**src/rtl/lsu_pkg.sv**
```systemverilog
// Shared types and constants for the load/store unit.
package lsu_pkg;

  typedef enum logic [1:0] {
    LSU_IDLE = 2'd0,
    LSU_BUS  = 2'd1,
    LSU_RESP = 2'd2
  } lsu_state_t;

  localparam logic [2:0] F3_B  = 3'b000;
  localparam logic [2:0] F3_H  = 3'b001;
  localparam logic [2:0] F3_W  = 3'b010;
  localparam logic [2:0] F3_BU = 3'b100;
  localparam logic [2:0] F3_HU = 3'b101;

  localparam logic [6:0] OP_LOAD  = 7'b0000011;
  localparam logic [6:0] OP_STORE = 7'b0100011;

  // Registered data-bus request as presented on the bus ports.
  typedef struct packed {
    logic [31:0] addr;
    logic        re;
    logic        we;
    logic [3:0]  wstrb;
    logic [31:0] wdata;
  } bus_req_t;

endpackage

```
**src/rtl/lsu_align.sv**
```systemverilog
// Combinational legality check, store lane formatting and load extraction.
module lsu_align
  import lsu_pkg::*;
(
  input  logic        we,
  input  logic [2:0]  funct3,
  input  logic [1:0]  addr_lo,
  input  logic [31:0] wdata,
  input  logic [31:0] rdata,
  output logic        illegal_c,
  output logic [3:0]  wstrb_c,
  output logic [31:0] wdata_c,
  output logic [31:0] rdata_c
);

  logic        f3_ok;
  logic        misaligned;
  logic [31:0] shifted;

  // Unsigned variants exist only for loads; funct3[1:0] selects access size.
  always_comb begin
    f3_ok      = 1'b0;
    misaligned = 1'b0;
    case (funct3)
      F3_B, F3_H, F3_W: f3_ok = 1'b1;
      F3_BU, F3_HU:     f3_ok = !we;
      default:          f3_ok = 1'b0;
    endcase
    if (funct3[1:0] == 2'b01) begin
      misaligned = addr_lo[0];
    end else if (funct3[1:0] == 2'b10) begin
      misaligned = |addr_lo;
    end
    illegal_c = !f3_ok || misaligned;
  end

  always_comb begin
    wstrb_c = 4'b0000;
    wdata_c = wdata;
    case (funct3[1:0])
      2'b00: begin
        wdata_c = {4{wdata[7:0]}};
        wstrb_c = 4'b0001 << addr_lo;
      end
      2'b01: begin
        wdata_c = {2{wdata[15:0]}};
        wstrb_c = addr_lo[1] ? 4'b1100 : 4'b0011;
      end
      2'b10:   wstrb_c = 4'b1111;
      default: wstrb_c = 4'b0000;
    endcase
  end

  always_comb begin
    shifted = rdata >> {addr_lo, 3'b000};
    case (funct3)
      F3_B:    rdata_c = {{24{shifted[7]}}, shifted[7:0]};
      F3_H:    rdata_c = {{16{shifted[15]}}, shifted[15:0]};
      F3_BU:   rdata_c = {24'd0, shifted[7:0]};
      F3_HU:   rdata_c = {16'd0, shifted[15:0]};
      default: rdata_c = rdata;
    endcase
  end

endmodule

```
**src/rtl/lsu.sv**
```systemverilog
// Load/store unit: accepts one core request, runs it on the word bus, returns one response.
module lsu
  import lsu_pkg::*;
#(
  parameter int unsigned TIMEOUT_CYCLES = 16,
  parameter int unsigned TO_W           = 5
) (
  input  logic        clk,
  input  logic        reset_n,
  input  logic        req_valid,
  output logic        req_ready,
  input  logic        req_we,
  input  logic [2:0]  req_funct3,
  input  logic [31:0] req_addr,
  input  logic [31:0] req_wdata,
  output logic        resp_valid,
  output logic [31:0] resp_rdata,
  output logic        resp_error,
  output logic [31:0] bus_addr,
  output logic        bus_re,
  output logic        bus_we,
  output logic [3:0]  bus_wstrb,
  output logic [31:0] bus_wdata,
  input  logic [31:0] bus_rdata,
  input  logic        bus_ack
);

  lsu_state_t       state_q, state_d;
  logic [2:0]       f3_q, f3_d;
  logic [1:0]       off_q, off_d;
  logic [TO_W-1:0]  cnt_q, cnt_d;
  bus_req_t         bus_q, bus_d;
  logic             resp_valid_q, resp_valid_d;
  logic [31:0]      resp_rdata_q, resp_rdata_d;
  logic             resp_error_q, resp_error_d;
  logic             req_ready_q, req_ready_d;

  logic             accept_c;
  logic             timeout_c;
  logic [2:0]       al_f3_c;
  logic [1:0]       al_off_c;
  logic             illegal_c;
  logic [3:0]       wstrb_c;
  logic [31:0]      wdata_c;
  logic [31:0]      load_c;

  // Formatter sees the live request while idle and the captured one afterwards.
  always_comb begin
    al_f3_c  = (state_q == LSU_IDLE) ? req_funct3 : f3_q;
    al_off_c = (state_q == LSU_IDLE) ? req_addr[1:0] : off_q;
  end

  lsu_align u_align (
    .we        (req_we),
    .funct3    (al_f3_c),
    .addr_lo   (al_off_c),
    .wdata     (req_wdata),
    .rdata     (bus_rdata),
    .illegal_c (illegal_c),
    .wstrb_c   (wstrb_c),
    .wdata_c   (wdata_c),
    .rdata_c   (load_c)
  );

  assign accept_c  = req_valid && req_ready_q;
  assign timeout_c = (cnt_q == TO_W'(TIMEOUT_CYCLES - 1));

  always_ff @(posedge clk) begin
    if (!reset_n) begin
      state_q      <= LSU_IDLE;
      f3_q         <= 3'd0;
      off_q        <= 2'd0;
      cnt_q        <= '0;
      bus_q        <= '0;
      resp_valid_q <= 1'b0;
      resp_rdata_q <= 32'd0;
      resp_error_q <= 1'b0;
      req_ready_q  <= 1'b1;
    end else begin
      state_q      <= state_d;
      f3_q         <= f3_d;
      off_q        <= off_d;
      cnt_q        <= cnt_d;
      bus_q        <= bus_d;
      resp_valid_q <= resp_valid_d;
      resp_rdata_q <= resp_rdata_d;
      resp_error_q <= resp_error_d;
      req_ready_q  <= req_ready_d;
    end
  end

  always_comb begin
    state_d = state_q;
    case (state_q)
      LSU_IDLE: if (accept_c) state_d = illegal_c ? LSU_RESP : LSU_BUS;
      LSU_BUS:  if (bus_ack || timeout_c) state_d = LSU_RESP;
      LSU_RESP: state_d = LSU_IDLE;
      default:  state_d = LSU_IDLE;
    endcase
  end

  // An ack on the final allowed cycle takes priority over the timeout.
  always_comb begin
    f3_d         = f3_q;
    off_d        = off_q;
    cnt_d        = cnt_q;
    bus_d        = bus_q;
    resp_valid_d = 1'b0;
    resp_rdata_d = 32'd0;
    resp_error_d = 1'b0;
    req_ready_d  = (state_d == LSU_IDLE);
    case (state_q)
      LSU_IDLE: begin
        if (accept_c) begin
          f3_d  = req_funct3;
          off_d = req_addr[1:0];
          cnt_d = '0;
          if (illegal_c) begin
            resp_valid_d = 1'b1;
            resp_error_d = 1'b1;
          end else begin
            bus_d.addr  = {req_addr[31:2], 2'b00};
            bus_d.re    = !req_we;
            bus_d.we    = req_we;
            bus_d.wstrb = req_we ? wstrb_c : 4'b0000;
            bus_d.wdata = req_we ? wdata_c : 32'd0;
          end
        end
      end
      LSU_BUS: begin
        if (bus_ack) begin
          bus_d        = '0;
          resp_valid_d = 1'b1;
          resp_rdata_d = bus_q.we ? 32'd0 : load_c;
        end else begin
          cnt_d = cnt_q + TO_W'(1);
          if (timeout_c) begin
            bus_d        = '0;
            resp_valid_d = 1'b1;
            resp_error_d = 1'b1;
          end
        end
      end
      default: ;
    endcase
  end

  assign req_ready  = req_ready_q;
  assign resp_valid = resp_valid_q;
  assign resp_rdata = resp_rdata_q;
  assign resp_error = resp_error_q;
  assign bus_addr   = bus_q.addr;
  assign bus_re     = bus_q.re;
  assign bus_we     = bus_q.we;
  assign bus_wstrb  = bus_q.wstrb;
  assign bus_wdata  = bus_q.wdata;

endmodule
```
**config.mk**
```make
export PLATFORM = sky130hd
export DESIGN_NAME = lsu
export DESIGN_NICKNAME = d
export VERILOG_FILES = /design/src/rtl/lsu_pkg.sv /design/src/rtl/lsu_align.sv /design/src/rtl/lsu.sv
export SDC_FILE = /design/constraint.sdc
export NUM_CORES = 1
export LEC_CHECK = 0
export CAP_MARGIN = 25
export CORE_MARGIN = 1
export CORE_UTILIZATION = 49
export DETAILED_ROUTE_END_ITERATION = 16
export GPL_ROUTABILITY_DRIVEN = 0
export PLACE_DENSITY = 0.84
export SYNTH_ARGS = -nofsm -noshare
export SYNTH_HDL_FRONTEND = slang
export SYNTH_HIERARCHICAL = 1
export SYNTH_SLANG_ARGS = --single-unit
export TNS_END_PERCENT = 100
```
**constraint.sdc**
```tcl
create_clock -name clk -period 8.4 [get_ports clk]
set_clock_uncertainty 0.1 [all_clocks]
set_input_delay 1.68 -clock clk [delete_from_list [all_inputs] [get_ports clk]]
set_output_delay 1.68 -clock clk [all_outputs]
set_load 0.05 [all_outputs]
```
==> qor.yml <==
timing:
  period_share_pct: 48.3
  rsz0062_at_grt: "false"
  fmax_mhz: 247
  setup_viol: 0
  maxSlewViolCount: 0
  tightest_slew_ns: 0.702
  hold_viol_final: 0
  maxSlewHeadroom_pct: 53.2
  hold_slack_ns: 0.365
  layout_setup_ws_ns: 4.35
  finalSetupTns_ns: 0
  period_minus_slack_ns: 4.05
job:
  maxCapViolCount: 0
critical_path:
  cp-start-kind: "input port"
  cp_top_family: "multiplexers"
  end_kind: "register"
  critPathMaxFanout: 48
  criticalPathCategory: "input port to register"
  worst-path-buf-inv: 2
  worstPathCellList: "clkdlybuf4s50_1 > mux2_2 > a221oi_1 > nor2_1 > nand2b_4 > buf_16 > mux2i_1"
  slowest_delay_ns: 0.63
  arrival_ns: 4.29
  cp.required_ns: 8.63
  cp_slowest_cell: "mux2_2"
routing:
  wl_per_cell_um: 17.9
  met3_length_um: 1120
  m1WireLength_um: 7120
  firstDrtPassIters: 5
  vias: 5637
  dr.first_iter.drc_count: 384
  wl_um: 17400
  drc: 0
  top_layer_used: "met4"
  drt-vias-per-instance: 5.82
  drtAntennaViolNets: 0
  wl_met2_um: 8570
synth:
  ys_ff_latch: 115
  muxShareOfSynthArea_pct: 19.7
  async_flop_share_pct: 0
  synth_top_family_by_area: "multiplexers"
  netlist_top_cells_count: "dfxtp_1 (115), mux2i_1 (91), o211ai_1 (68)"
  synth_top_area_share_pct: 38.6
  syn_inst: 658
  yosysMostFrequentCell: "dfxtp_1"
  synth-compound-area-share_pct: 17.6
  synth.largest_area_cell: "dfxtp_1"
  syn_avg_cell_area_sq_um: 9.08
  synth-warning-count: 6
  netlist_area_sq_um: 5970
  synth_xor_area_share_pct: 0.147
  synth-adder-area-share_pct: 0.419
  yosys.area_share.simple_pct: 16.8
  synth_ff_type: "dfxtp_1"
  synth.area.top_cells: "dfxtp_1 (39%), mux2i_1 (15%), o211ai_1 (8.5%)"
  synth.distinct_cells: 46
  synth_edf_count: 0
  yosysSeqAreaShare_pct: 38.6
cts:
  cts_setup_buffers: 0
  clock-root-buffer: "clkbuf_16"
  cts_buffers: 17
  h-tree-depth: 4
  clk_pin_slew_ns: 0.05
  clk_latency_ns: 0.41
  cts_max_path_buffers: 2
  cts_tree: "built"
  clock-sinks: 115
  cts_resized: 0
  cts_hold_buf: 0
grt:
  antenna_found_initial: 0
  grt.total_usage_pct: 27.7
  overflow: 0
  grt_pass1_vias: 5494
  grt_max_degree: 114
  grt_first_pass_wirelength_um: 27500
cells_and_area:
  stdcell_count: 969
  fin_nets: 920
  num_antenna_cells: 0
  finalInstanceArea_sq_um: 8580
  post-route-util_pct: 73.5
  multi_input_area_sq_um: 3300
  drive_above_1_share_pct: 8.60
  register_area_sq_um: 2300
  nFillCells: 834
  area.growth.synth_to_final_pct: 43.6
die:
  die_width_um: 112
  io_pins: 209
  rows: 39
  die_y_um: 112
  die_area_sq_um: 12600
  core_area_sq_um: 11700
  start_util_pct: 51.2
status:
  status: "finished, final reports clean"
placement:
  dp_slack_ns: 3.96
  hpwl_um: 11600
  portBuffers: 206
  dp.cells: 936
  place_area_sq_um: 7920
pwr:
  vdd_ir_drop_max_uv: 119
  power.total_mw: 1.94
  p_leak_nw: 3.57
  power_density_nw_per_um2: 227
hold_path:
  hold_path.class: "register to register"
==> metal layers <==
layer  vias to the layer above  GRT usage (%)
li1                       2685              -
met3                        46           7.83
met2                       224           45.3
met4                         0           13.6
met1                      2682           33.4
met5                         -              0
==> power by group <==
part,internal [mW],total [mW],switching [mW]
Clock,0.490,0.728,0.238
Combinational,0.244,0.607,0.363
Sequential,0.585,0.608,0.0231
==> path summary, 6_finish.rpt <==
| kind | startpoint | to | slack, ns | cells after the start |
|---|---|---|---|---|
| worst max-delay path | req_addr[0] | bus_wdata[21]$_SDFFE_PN0P_ | 4.35 | 7 |
| worst min-delay path | off_q[0]$_SDFFE_PN0P_ | off_q[0]$_SDFFE_PN0P_ | 0.36 | 2 |
| worst max register to register | state_q[0]$_SDFF_PN0_ | bus_wdata[21]$_SDFFE_PN0P_ | 5.24 | 7 |
| worst min register to register | off_q[0]$_SDFFE_PN0P_ | off_q[0]$_SDFFE_PN0P_ | 0.36 | 2 |
==> sequential cells by signal (all words and copies together) (netlist names) <==
signal      count
f3_q            3
bus_wdata      32
state_q         2
bus_addr       30
resp_valid      1
resp_error      1
req_ready       1
bus_we          1
off_q           2
bus_wstrb       4
resp_rdata     32
cnt_q           5
bus_re          1
==> logic make-up after synthesis <==
group,count (synthesis)
AND/OR/NAND/NOR,191
XOR/XNOR,1
other,1
flip-flops,115
multiplexers,114
buffers and inverters,82
adder cells (fa/ha/maj),2
AO/OA/AOI/OAI,152
==> area by class of cell <==
cell class                      count  share of cell area [%]
Clock inverter                      3                   0.759
Timing Repair Buffer              215                    25.5
Multi-Input combinational cell    462                    38.4
Clock buffer                       28                    6.26
Tap cell                          143                    2.09
Inverter                            3                   0.131
Sequential cell                   115                    26.8
==> placed cells by master, fill, tap and decap left out, types with 5 or more instances in the layout <==
| cell | count |
|---|---|
| mux2i_1 | 91 |
| buf_4 | 7 |
| a21o_1 | 16 |
| nand2_1 | 37 |
| nor2_1 | 15 |
| and2_1 | 33 |
| clkdlybuf4s50_1 | 205 |
| mux2_2 | 21 |
| and3_1 | 8 |
| a21oi_1 | 25 |
| nand2b_1 | 11 |
| clkbuf_16 | 17 |
| dfxtp_1 | 115 |
| a21boi_0 | 5 |
| o211ai_1 | 68 |
| nand3_1 | 67 |
| o21ai_0 | 26 |
| clkbuf_8 | 7 |
==> worst register-to-register path, cell delays in order, from the launching register on <==
cell      delay [ns]
dfxtp_1         0.41
nor2_1          0.38
mux2_2          0.71
a221oi_1        0.20
nor2_1          0.21
nand2b_4        0.44
buf_16          0.34
mux2i_1         0.30
Power figures use the tool's default switching activity.
